**src/rtl/codec_i2c_responder_pkg.sv**
```systemverilog
// Shared configuration for the WM8731 control-port responder:
// FSM state encoding, device address and codec register map.
package codec_cfg_pkg;

    typedef enum logic [3:0] {
        IDLE,
        ADDR,
        ACK_A,
        REG,
        ACK_R,
        DATA,
        ACK_D,
        WAIT_STOP,
        IGNORE
    } state_t;

    localparam logic [6:0] WM8731_DEV_ADDR = 7'h1A;

    // WM8731 register addresses
    localparam logic [6:0] WM_R_LLINEIN  = 7'h00;
    localparam logic [6:0] WM_R_RLINEIN  = 7'h01;
    localparam logic [6:0] WM_R_LHPOUT   = 7'h02;
    localparam logic [6:0] WM_R_RHPOUT   = 7'h03;
    localparam logic [6:0] WM_R_APANA    = 7'h04;
    localparam logic [6:0] WM_R_DPATH    = 7'h05;
    localparam logic [6:0] WM_R_PDOWN    = 7'h06;
    localparam logic [6:0] WM_R_DAIF     = 7'h07;
    localparam logic [6:0] WM_R_SAMPLING = 7'h08;
    localparam logic [6:0] WM_R_ACTIVE   = 7'h09;
    localparam logic [6:0] WM_R_RESET    = 7'h0F;

endpackage

```
**src/rtl/codec_i2c_responder_if.sv**
```systemverilog
// I2C bus lines and decoded register-write outputs of the codec responder.
interface codec_i2c_responder_if;
    logic       scl_in;
    logic       sda_in;
    logic       sda_oe;
    logic       reg_wr_valid;
    logic [6:0] reg_addr;
    logic [8:0] reg_data;
    logic       frame_err;
    logic       busy;

    modport slave (
        input  scl_in, sda_in,
        output sda_oe, reg_wr_valid, reg_addr, reg_data, frame_err, busy
    );

    modport master (
        output scl_in, sda_in,
        input  sda_oe, reg_wr_valid, reg_addr, reg_data, frame_err, busy
    );
endinterface

```
**src/rtl/codec_i2c_responder_line_cond.sv**
```systemverilog
// Per-line conditioner: synchronizer, optional 3-sample stability filter
// (CODEC_I2C_GLITCH_FILTER_EN) and rise/fall detection.
module i2c_line_cond #(
    parameter int unsigned SYNC_STAGES = 2
) (
    input  logic clock,
    input  logic reset_n,
    input  logic line_in,
    output logic level,
    output logic rise,
    output logic fall
);
    logic [SYNC_STAGES-1:0] sync_q;
    logic                   sync_out;
    logic                   hist_q;

    // Synchronizer chain plus history flop; idle bus level is high
    always_ff @(posedge clock or negedge reset_n) begin
        if (!reset_n) begin
            sync_q <= '1;
            hist_q <= 1'b1;
        end else begin
            sync_q <= {sync_q[SYNC_STAGES-2:0], line_in};
            hist_q <= level;
        end
    end

    assign sync_out = sync_q[SYNC_STAGES-1];

`ifdef CODEC_I2C_GLITCH_FILTER_EN
    logic [1:0] samp_q;

    // Two previous synchronizer samples for the stability check
    always_ff @(posedge clock or negedge reset_n) begin
        if (!reset_n) begin
            samp_q <= '1;
        end else begin
            samp_q <= {samp_q[0], sync_out};
        end
    end

    // hist_q doubles as the filtered level: a new value is accepted only
    // once three consecutive samples agree
    always_comb begin
        level = hist_q;
        if (sync_out == samp_q[0] && sync_out == samp_q[1]) begin
            level = sync_out;
        end
    end
`else
    assign level = sync_out;
`endif

    assign rise = level & ~hist_q;
    assign fall = ~level & hist_q;

endmodule

```
**src/rtl/codec_i2c_responder.sv**
```systemverilog
// WM8731 control-port I2C responder: decodes 3-byte writes into a 7-bit
// register address and 9-bit value. Optional glitch filter on both lines
// is enabled with CODEC_I2C_GLITCH_FILTER_EN.
module codec_i2c_responder
    import codec_cfg_pkg::*;
#(
    parameter logic [6:0]  DEV_ADDR    = WM8731_DEV_ADDR,
    parameter int unsigned SYNC_STAGES = 2
) (
    input  logic                 clock,
    input  logic                 reset_n,
    codec_i2c_responder_if.slave bus
);
    logic scl_lvl, scl_rise, scl_fall;
    logic sda_lvl, sda_rise, sda_fall;
    logic start_det, stop_det;

    state_t     state_q;
    logic [2:0] bit_cnt_q;
    logic [6:0] shift_q;
    logic [7:0] rx_byte;
    logic [6:0] addr_q;
    logic       data_msb_q;
    logic [7:0] data_lo_q;
    logic       sda_oe_q;
    logic       wr_valid_q;
    logic       frame_err_q;
    logic [6:0] reg_addr_q;
    logic [8:0] reg_data_q;

    i2c_line_cond #(.SYNC_STAGES(SYNC_STAGES)) u_scl (
        .clock   (clock),
        .reset_n (reset_n),
        .line_in (bus.scl_in),
        .level   (scl_lvl),
        .rise    (scl_rise),
        .fall    (scl_fall)
    );

    i2c_line_cond #(.SYNC_STAGES(SYNC_STAGES)) u_sda (
        .clock   (clock),
        .reset_n (reset_n),
        .line_in (bus.sda_in),
        .level   (sda_lvl),
        .rise    (sda_rise),
        .fall    (sda_fall)
    );

    assign start_det = sda_fall & scl_lvl;
    assign stop_det  = sda_rise & scl_lvl;
    assign rx_byte   = {shift_q, sda_lvl};

    // Frame FSM with shift register, ACK drive and commit registers
    always_ff @(posedge clock or negedge reset_n) begin
        if (!reset_n) begin
            state_q     <= IDLE;
            bit_cnt_q   <= '0;
            shift_q     <= '0;
            addr_q      <= '0;
            data_msb_q  <= 1'b0;
            data_lo_q   <= '0;
            sda_oe_q    <= 1'b0;
            wr_valid_q  <= 1'b0;
            frame_err_q <= 1'b0;
            reg_addr_q  <= '0;
            reg_data_q  <= '0;
        end else begin
            wr_valid_q  <= 1'b0;
            frame_err_q <= 1'b0;
            if (start_det || stop_det) begin
                // A repeated START after a complete frame also commits it
                case (state_q)
                    ADDR, ACK_A, REG, ACK_R, DATA, ACK_D: frame_err_q <= 1'b1;
                    WAIT_STOP: begin
                        reg_addr_q <= addr_q;
                        reg_data_q <= {data_msb_q, data_lo_q};
                        wr_valid_q <= 1'b1;
                    end
                    default: ;
                endcase
                sda_oe_q  <= 1'b0;
                bit_cnt_q <= '0;
                state_q   <= start_det ? ADDR : IDLE;
            end else begin
                case (state_q)
                    ADDR, REG, DATA: begin
                        if (scl_rise) begin
                            shift_q   <= rx_byte[6:0];
                            bit_cnt_q <= bit_cnt_q + 3'd1;
                            if (bit_cnt_q == 3'd7) begin
                                case (state_q)
                                    ADDR: begin
                                        if (rx_byte == {DEV_ADDR, 1'b0}) begin
                                            state_q <= ACK_A;
                                        end else begin
                                            state_q     <= IGNORE;
                                            frame_err_q <= 1'b1;
                                        end
                                    end
                                    REG: begin
                                        addr_q     <= rx_byte[7:1];
                                        data_msb_q <= rx_byte[0];
                                        state_q    <= ACK_R;
                                    end
                                    default: begin
                                        data_lo_q <= rx_byte;
                                        state_q   <= ACK_D;
                                    end
                                endcase
                            end
                        end
                    end
                    // First SCL fall after the 8th bit drives ACK, the next releases it
                    ACK_A, ACK_R, ACK_D: begin
                        if (scl_fall) begin
                            if (!sda_oe_q) begin
                                sda_oe_q <= 1'b1;
                            end else begin
                                sda_oe_q <= 1'b0;
                                case (state_q)
                                    ACK_A:   state_q <= REG;
                                    ACK_R:   state_q <= DATA;
                                    default: state_q <= WAIT_STOP;
                                endcase
                            end
                        end
                    end
                    default: ;
                endcase
            end
        end
    end

    assign bus.sda_oe       = sda_oe_q;
    assign bus.reg_wr_valid = wr_valid_q;
    assign bus.frame_err    = frame_err_q;
    assign bus.reg_addr     = reg_addr_q;
    assign bus.reg_data     = reg_data_q;
    assign bus.busy         = (state_q != IDLE);

endmodule

```
**src/flat_wrapper.sv**
```systemverilog
// flat-port wrapper written by rule: the top's interface ports become plain ports
module codec_i2c_responder_flat import codec_cfg_pkg::*;
#(
    parameter logic [6:0]  DEV_ADDR    = WM8731_DEV_ADDR,
    parameter int unsigned SYNC_STAGES = 2
)
  (clock, reset_n, bus_scl_in, bus_sda_in, bus_sda_oe, bus_reg_wr_valid, bus_reg_addr, bus_reg_data, bus_frame_err, bus_busy);
  codec_i2c_responder_if bus_i ();
  input  logic clock;
  input  logic reset_n;
  input wire logic [$bits(bus_i.scl_in)-1:0] bus_scl_in;
  input wire logic [$bits(bus_i.sda_in)-1:0] bus_sda_in;
  output wire logic [$bits(bus_i.sda_oe)-1:0] bus_sda_oe;
  output wire logic [$bits(bus_i.reg_wr_valid)-1:0] bus_reg_wr_valid;
  output wire logic [$bits(bus_i.reg_addr)-1:0] bus_reg_addr;
  output wire logic [$bits(bus_i.reg_data)-1:0] bus_reg_data;
  output wire logic [$bits(bus_i.frame_err)-1:0] bus_frame_err;
  output wire logic [$bits(bus_i.busy)-1:0] bus_busy;
  assign bus_i.scl_in = bus_scl_in;
  assign bus_i.sda_in = bus_sda_in;
  assign bus_sda_oe = bus_i.sda_oe;
  assign bus_reg_wr_valid = bus_i.reg_wr_valid;
  assign bus_reg_addr = bus_i.reg_addr;
  assign bus_reg_data = bus_i.reg_data;
  assign bus_frame_err = bus_i.frame_err;
  assign bus_busy = bus_i.busy;
  codec_i2c_responder #(.DEV_ADDR(DEV_ADDR), .SYNC_STAGES(SYNC_STAGES)) u_core (.clock(clock), .reset_n(reset_n), .bus(bus_i));
endmodule
```
**config.mk**
```make
export PLATFORM = sky130hd
export DESIGN_NAME = codec_i2c_responder_flat
export DESIGN_NICKNAME = d
export VERILOG_FILES = /design/src/rtl/codec_i2c_responder_pkg.sv /design/src/rtl/codec_i2c_responder_if.sv /design/src/rtl/codec_i2c_responder_line_cond.sv /design/src/rtl/codec_i2c_responder.sv /design/src/flat_wrapper.sv
export SDC_FILE = /design/constraint.sdc
export NUM_CORES = 1
export LEC_CHECK = 0
export ABC_AREA = 1
export CAP_MARGIN = 20
export CORE_UTILIZATION = 40
export CTS_CLUSTER_SIZE = 25
export DETAILED_ROUTE_END_ITERATION = 8
export HOLD_SLACK_MARGIN = 0.06
export PLACE_DENSITY = 0.69
export REMOVE_ABC_BUFFERS = 1
export SLEW_MARGIN = 0
export SYNTH_ARGS = -nofsm -noshare
export SYNTH_HDL_FRONTEND = slang
export SYNTH_HIERARCHICAL = 1
export SYNTH_SLANG_ARGS = --single-unit
```
**constraint.sdc**
```tcl
create_clock -name clock -period 2.32 [get_ports clock]
set_input_delay 0.696 -clock clock [delete_from_list [all_inputs] [get_ports clock]]
set_output_delay 0.696 -clock clock [all_outputs]
set_load 0.02 [all_outputs]
```
## After elaboration in Yosys (flattened, before gate mapping)

Cells that the tools add are included.

| storage, ports and cells | value |
|---|---|
| output and inout bits | 20 |
| word-level logic and storage cells | 85 |
| register bits | 55 |

| operators by class | value |
|---|---|
| multiplexer cells | 26 |
| bitwise gates (word level) | 12 |
| add/sub/neg operators | 1 |
| reduce and logical (&&, ||, !) cells | 18 |
| eq/ne operators | 13 |

Operators by type and width:

| kind | number |
|---|---|
| 4-bit two-way mux | 6 |
| 4-bit by 3-bit equality test with 1-bit output, second input constant | 4 |
| 4-bit case mux with 2 select lines | 2 |
| 5-bit AND reduction | 3 |
| 1-bit two-way mux | 14 |
| 3-bit by 1-bit inequality test with 1-bit output, second input constant | 4 |
| 3-bit two-way mux | 3 |
| 4-bit by 2-bit equality test with 1-bit output, second input constant | 2 |
| 8-bit by 6-bit equality test with 1-bit output, second input constant | 1 |
| 2-bit nonzero test | 4 |
| 1-bit bitwise AND | 6 |
| 1-bit inverter | 6 |
| 3-bit case mux with 2 select lines | 1 |
| 2-bit AND reduction | 3 |
| 3-bit OR reduction | 2 |
| 6-bit OR reduction | 1 |
| 4-bit by 1-bit equality test with 1-bit output, second input constant | 1 |
| 4-bit nonzero test | 1 |
| 3-bit by 1-bit adder with 3-bit output, second input constant | 1 |
| 3-bit equality test, second input constant | 1 |
| 3-bit AND reduction | 1 |
| 3-bit nonzero test | 1 |
| 2-bit OR reduction | 1 |
| 1-bit logical OR | 1 |

## Logic depth before layout (Yosys ltp)

Gate-level depths: netlist of run 1.

| depth | value |
|---|---|
| word-level depth | 7 |
| depth in mapped cells | 10 |

## Cells and area by module

Netlist of run 1, hierarchy kept.

By module, submodules not included:

| module | area each (um^2) | sequential area each (um^2) | times used | cells each |
|---|---|---|---|---|
| codec_i2c_responder | 2099.5 | 1226.2 | 1 | 239 |
| i2c_line_cond | 93.8 | 78.8 | 2 | 7 |

## Worst setup path after synthesis of run 1

OpenSTA, ideal clock, no wires.

| path | value |
|---|---|
| kind | reg-to-reg |
| start point | reg u_core.u_sda.sync_q[1] |
| end point | reg u_core.reg_addr_q[0], in the netlist u_core/bus.reg_addr[0] |
| path buffers | 1 |
| slack | 0.681 ns |
| period minus slack after synthesis | 1.639 ns |
| cell stages (with the launch flop) | 11 |
| arrival time | 1.522 ns |
| path through | dfstp_2 inv_1 nor2_1 nand2_1 nand2_2 inv_2 nor3_4 inv_2 buf_2 nand2_1 nand2_1 |

RTL lines:

| element | RTL line | source |
|---|---|---|
| from (decl) | codec_i2c_responder_line_cond.sv:13 | `logic [SYNC_STAGES-1:0] sync_q;` |
| from (signal assigned) | codec_i2c_responder_line_cond.sv:23 | `sync_q <= {sync_q[SYNC_STAGES-2:0], line_in};` |
| 1-bit bitwise AND | codec_i2c_responder_line_cond.sv:54 | `assign rise = level & ~hist_q;` |
| net u_core.sda_rise | codec_i2c_responder.sv:15 | `logic sda_lvl, sda_rise, sda_fall;` |
| 1-bit bitwise AND | codec_i2c_responder.sv:50 | `assign stop_det = sda_rise & scl_lvl;` |
| 1-bit logical OR | codec_i2c_responder.sv:70 | `if (start_det \|\| stop_det) begin` |
| 2-bit AND reduction (no source line) | n/a |  |
| to (signal assigned) | codec_i2c_responder.sv:75 | `reg_addr_q <= addr_q;` |
| to (decl) | codec_i2c_responder.sv:28 | `logic [6:0] reg_addr_q;` |

The timed path passes the listed nets, and every way through them passes these cells.
A chain may end at the register's enable or synchronous reset.

## Worst setup path in the final report of run 1

| path | value |
|---|---|
| start point | reg u_core.sda_oe_q, in the netlist u_core/bus.sda_oe |
| end point | out bus_sda_oe |

RTL lines:

| element | RTL line | source |
|---|---|---|
| from (decl) | codec_i2c_responder.sv:25 | `logic sda_oe_q;` |
| from (signal assigned) | codec_i2c_responder.sv:62 | `sda_oe_q <= 1'b0;` |
| from (signal assigned) | codec_i2c_responder.sv:81 | `sda_oe_q <= 1'b0;` |
| from (signal assigned) | codec_i2c_responder.sv:117 | `sda_oe_q <= 1'b1;` |
| to (decl) | flat_wrapper.sv:13 | `output wire logic [$bits(bus_i.sda_oe)-1:0] bus_sda_oe;` |

No word-level cell between the ends.

==> results.cfg, run 1 <==
[outcome]
status = complete, no violations

[power]
p_switching_uw = 759.0
p_sw_share_pct = 31.13
p_leak_uw = 0.001372
cellPowerDensity_nw_per_um2 = 883.7
power.total_uw = 2438
clkPwrFrac_pct = 29.7
p_int_uw = 1679
peakVddDrop_uv = 535.1
comb_power_share_pct = 24.1
seq_power_share_pct = 46.2

[timing]
finalMaxSlewViolations = 0
hold_violations = 0
worst_pin_slew_ns = 0.5458
finalSetupTns_ns = 0
period_needed_ns = 1.988
period_share_pct = 85.68
hold_slack_ns = 0.3586
max_freq_mhz = 503.1
fin_ws_ns = 0.3323
clock_skew_ns = 0.008371
rsz0062_at_grt = no
setup_viol = 0
relSlewSlack_pct = 63.61

[floorplanning]
io_pins = 24
core_um2 = 5507
fp.dieW_um = 77.62
fp.dieArea_um2 = 6024
initial_core_util_pct = 41.54
rows = 27
dieHeight_um = 77.62

[worst_setup_path]
r2r_end = u_core/bus.reg_data[3]$_DFFE_PN0P_
cp.buffers_inverters = 1
path_cells = clkdlybuf4s50_1
startpoint = u_core/bus.sda_oe$_DFFE_PN0P_
slowest_delay_ns = 0.61
crit_required_ns = 1.62
crit_family = buffers and inverters
rrSetupSlack_ns = 0.59
r2r-start = u_core/u_sda/hist_q$_DFF_PN1_
critPathMaxFanout = 3
worstSetupPathType = reg2out
cp-end-kind = output port
ff2ff_path_depth = 9
critPathSlowestCell = clkdlybuf4s50_1
cp.arrival_ns = 1.29
crit_path_start_kind = register

[detailed_routing]
viasPerCell = 4.601
detail_route.wl_per_cell_um = 10.72
drtIter0Drc = 85
ant_nets = 0
wl_um = 3817
drt_pre_antenna_iters = 4
drcViolationCount = 0
vias = 1638

[global_route]
grt_pass1_vias = 1531
grt_max_degree = 25
antenna_found_initial = 0
grt_use_total_pct = 14.52
grt_pass1_wl_um = 6789
overflow = 0

[synthesis]
yosys-top-cells-area = dfrtp_1 (54%), nand2_1 (17%), dfstp_2 (6.9%), o21ai_0 (4.8%), inv_1 (3.3%)
async_reset_ff_share_pct = 100.0
netlist_area_um2 = 2287
ys.warnings.count = 6
synth_top_cell_by_area = dfrtp_1
ys.flop_type = dfrtp_1
synth_top_area_share_pct = 53.61
yosys-top-cells-count = nand2_1 (102), dfrtp_1 (49), o21ai_0 (22), inv_1 (20), nor2_1 (16)
ys_ff_latch = 55
syn_area_per_cell_um2 = 9.040
synth_edf_count = 0
yosysMostFrequentCell = nand2_1
ys_seq_area_share_pct = 60.50
ys_types = 20
synthCells = 253

[final_layout]
stdcell_area_um2 = 2759
diodes = 0
fill_cells = 513
syn2layout_area_growth_pct = 20.62
nets = 289
drive_above_1_share_pct = 13.03

[run]
maxCapViolCount = 0

[place]
io_buffers = 23
place.gp.congestion = 0.8779
place_ws_ns = 0.4197
dpl_cell_area_um2 = 2624
hpwl_um = 2746

[clocking]
post_cts_buffers = 0
path_clk_slew_ns = 0.09
tritoncts = done
clk_latency_ns = 0.30
htreeDepth = 2
cts_buffers = 5
cts_buffer_depth = 2
cts-root-buf = clkbuf_8
cts_sinks = 55

[min_path]
hold_class = in2async
-- placed cells by master, fill, tap and decap left out --
cell type / instances
nor2_1: 16
bufinv_16: 2
dlymetal6s2s_1: 1
nor2_2: 2
nand2_1: 102
buf_2: 1
a21oi_1: 3
ha_1: 2
dfrtp_1: 49
nor3_4: 1
o21ai_2: 8
buf_12: 1
inv_2: 2
o21ai_4: 1
inv_1: 20
nand4_2: 1
dfstp_2: 6
clkdlybuf4s50_1: 21
o21ai_0: 22
nand3_1: 9
clkbuf_1: 1
buf_4: 4
nand2_2: 3
clkbuf_8: 5
nor3b_1: 1
-- routing by layer --
layer  wire length (µm)  part of all wire [%]  global-route usage [%]
met1               1782                    47                   17.85
met5                  0                     0                       0
met2               1841                    48                   24.25
met4                 68                   1.8                   6.226
met3                126                   3.3                   3.529
-- worst max path at each step --
stage / end / slack [ns] / cells past startpoint
after global routing: bus_reg_data[3] / 0.29 / 1
after floorplan: u_core/bus.reg_addr[0]$_DFFE_PN0P_ / 0.58 / 9
final: bus_sda_oe / 0.33 / 1
after CTS: bus_busy / 0.07 / 3
after global placement: bus_busy / 0.45 / 3
after detailed placement: bus_busy / 0.42 / 3
-- power by group through the flow --
| stage | Clock, µW | Combinational [µW] | Sequential (µW) |
|---|---|---|---|
| after detailed placement | 0 | 594 | 1140 |
| after CTS | 743 | 597 | 1130 |
| final | 724 | 588 | 1130 |
| after global placement | 0 | 589 | 1140 |
| after global routing | 786 | 674 | 1140 |
| after floorplan | 0 | 410 | 1140 |
-- worst reg2reg max path, delay by kind of cell, from the launching register on --
| kind | cells | cell delay [ns] |
|---|---|---|
| AND/OR/NAND/NOR | 6 | 0.74 |
| flip-flops | 1 | 0.54 |
| buffers and inverters | 3 | 0.35 |
-- final cells by class --
type / count / area [µm²] / area share [%]
tap: 72 / 90.09 / 3.265
timing repair buffer: 28 / 277.8 / 10.07
sequential: 55 / 1384 / 50.16
inverter: 22 / 82.58 / 2.993
multi-input combinational: 171 / 792.0 / 28.71
clock buffer: 6 / 72.57 / 2.630
clock inverter: 2 / 60.06 / 2.177
-- through the flow --
stage | util [%] | std cells
CTS | 50.06 | 356
floorplan | - | 248
global route | 50.10 | 356
detailed placement | 47.65 | 348
finish | 50.10 | 356
global placement | 47.65 | 348
-- registers in the layout (all words and copies together), names as in the netlist --
register                 cells
u_core/addr_q                7
u_core/bit_cnt_q             3
u_core/bus.frame_err         1
u_core/bus.reg_addr          7
u_core/bus.reg_data          9
u_core/bus.reg_wr_valid      1
u_core/bus.sda_oe            1
u_core/data_lo_q             8
u_core/data_msb_q            1
u_core/shift_q               7
u_core/state_q               4
u_core/u_scl/hist_q          1
u_core/u_scl/sync_q          2
u_core/u_sda/hist_q          1
u_core/u_sda/sync_q          2
-- kinds of logic (layout without fill, tap and decap cells) --
group,Yosys count,count (layout),share of synthesized area [%]
AOI/OAI and AO/OA,34,34,9.245
DFF,55,55,60.50
and+or+nand+nor,135,135,24.29
adders and majority gates,2,2,1.094
buffers and inverters,27,58,4.869
-- timing repair --
action | in CTS | in global routing
endpoints found under the setup margin | 0 | 1
hold buffers | 0 | 0
gates resized for setup | 0 | 1
Power figures use the tool's default switching activity.
==> run 2, diff against run 1 <==
CAP_MARGIN = 15   (was 20)
==> results of run 2 <==
The final DEF is identical to that of run 1; final timing and power are the same.
==> run 3, diff against run 2 <==
CORE_UTILIZATION = 55   (was 40)
PLACE_DENSITY = 0.87   (was 0.69)
SLEW_MARGIN = 10   (was 0)
==> run 3 against run 2 <==
Net effect:
- setup slack got worse by 0.24 ns
- die area fell by 27%
- fmax fell by 11%
- sequential power barely moved
- largest cell class unchanged
- count of clock-buffer cells in the layout fell by 1
- routed wire length rose by 0.84%
- non-clock buffer count fell by 1
==> results.cfg, run 3 (synthesized netlist as in run 1, its figures left out) <==
[worst_setup_path]
critPathMaxFanout = 4
slowest_delay_ns = 0.54
cp.buffers_inverters = 1
crit_family = buffers and inverters
path_cells = nor2_2, nand3_1, clkdlybuf4s50_1
critPathSlowestCell = clkdlybuf4s50_1
crit_path_start_kind = register
cp.arrival_ns = 1.53
crit_required_ns = 1.62
cp-end-kind = output port
worstSetupPathType = reg2out

[detailed_routing]
drt_pre_antenna_iters = 4
drtIter0Drc = 157
vias = 1659
wl_um = 3849
ant_nets = 0
viasPerCell = 4.997
detail_route.wl_per_cell_um = 11.59
drcViolationCount = 0

[final_layout]
final_util_pct = 67.38
drive_above_1_share_pct = 12.77
diodes = 0
layout_common_cells = nand2_1 (102), dfrtp_1 (49), clkdlybuf4s50_1 (22), o21ai_0 (22), inv_1 (20)
nets = 288
syn2layout_area_growth_pct = 17.83
final_common_cell = nand2_1
largest_reg_flops = 9

[power]
cellPowerDensity_nw_per_um2 = 864.1
p_int_uw = 1565
comb_power_share_pct = 25.6
p_sw_share_pct = 32.78
seq_power_share_pct = 48.3
clkPwrFrac_pct = 26.1
p_leak_uw = 0.001348
p_switching_uw = 763.3
power.total_uw = 2329
peakVddDrop_uv = 680.5

[place]
place.gp.congestion = 0.9285
io_buffers = 23
hpwl_um = 2681

[timing]
clock_skew_ns = 0.006370
setup_viol = 0
relSlewSlack_pct = 79.51
period_share_pct = 96.04
hold_violations = 0
period_needed_ns = 2.228
finalMaxSlewViolations = 0
finalSetupTns_ns = 0
rsz0062_at_grt = no
worst_pin_slew_ns = 0.3063
max_freq_mhz = 448.8

[global_route]
overflow = 0
grt_max_degree = 56
grt_pass1_vias = 1569
grt_pass1_wl_um = 6727
antenna_found_initial = 0
grt_use_total_pct = 20.89

[clocking]
clk_latency_ns = 0.31
path_clk_slew_ns = 0.09
cts_buffer_depth = 2
cts_resized = 0
cts-root-buf = clkbuf_8
cts_buffers = 5
htreeDepth = 2
post_cts_buffers = 0
tritoncts = done
cts_sinks = 55
cts_hold_buf = 0

[min_path]
hold_class = reg2reg

[floorplanning]
rows = 23
fp.dieW_um = 66.49
initial_core_util_pct = 57.18
io_pins = 24
core_um2 = 4000
fp.dieArea_um2 = 4420
dieHeight_um = 66.49

[run]
maxCapViolCount = 0

[outcome]
status = complete, no violations
## run 3: changes by cell type in the layout (fill, tap and decap cells not counted), sizes merged
cell	change
buf	-1
bufinv	-1
clkbuf	-1
clkdlybuf4s50	+1
clkinvlp	+1
dlymetal6s2s	-1
## run 3: layout make-up
class	instances	area [µm²]
flip-flops and latches	55	1384
inverters	22	82.58
multi-input cells	171	792.0
fillers	334	1305
clock buffers	5	68.82
clock inverters	2	37.54
repair buffers	27	267.8
well taps	50	62.56
## run 3: layer usage
metal / global-route usage [%] / vias to the layer above / share of wire (%)
li1: - / 848 / -
met4: 8.511 / 0 / 1.7
met5: 0 / - / 0
met1: 23.00 / 767 / 46
met3: 5.308 / 6 / 3.7
met2: 38.01 / 38 / 49
## run 3: worst register-to-register path, delay by kind of cell (launching register included)
family	cells	cell delay, ns
AOI/OAI and AO/OA	1	0.11
buffers and inverters	2	0.16
DFF	1	0.56
and+or+nand+nor	7	0.86
## run 3: final timing paths
path / startpoint / end / slack [ns] / cells past startpoint
min: u_core/u_sda/sync_q[0]$_DFF_PN1_ / u_core/u_sda/sync_q[1]$_DFF_PN1_ / 0.36 / 0
max reg2reg: u_core/u_sda/sync_q[1]$_DFF_PN1_ / u_core/state_q[0]$_DFFE_PN0P_ / 0.54 / 10
min in group asynchronous: reset_n / u_core/bus.reg_addr[2]$_DFFE_PN0P_ / 0.37 / 2
max: u_core/state_q[2]$_DFFE_PN0P_ / bus_busy / 0.09 / 3
max in group asynchronous: reset_n / u_core/u_scl/sync_q[0]$_DFF_PN1_ / 1.66 / 2
min reg2reg: u_core/u_sda/sync_q[0]$_DFF_PN1_ / u_core/u_sda/sync_q[1]$_DFF_PN1_ / 0.36 / 0
## run 3: stage by stage
step           area, µm²  cells  hold WS [ns]  worst slack [ns]
6_report            2695    332        0.3584           0.09187
5_1_grt             2695    332        0.3630           0.03295
4_1_cts             2695    332        0.3602           0.06837
3_5_place_dp        2589    325        0.3473            0.4269
3_3_place_gp        2589    325        0.3455            0.4561
2_1_floorplan       2258    248        0.3452            0.5827
## run 3: power by group through the flow
stage	registers [µW]	clock network (µW)	logic [µW]
2_1_floorplan	1140	0	410
3_3_place_gp	1140	0	572
3_5_place_dp	1140	0	594
4_1_cts	1130	629	599
5_1_grt	1140	664	680
6_report	1130	608	596
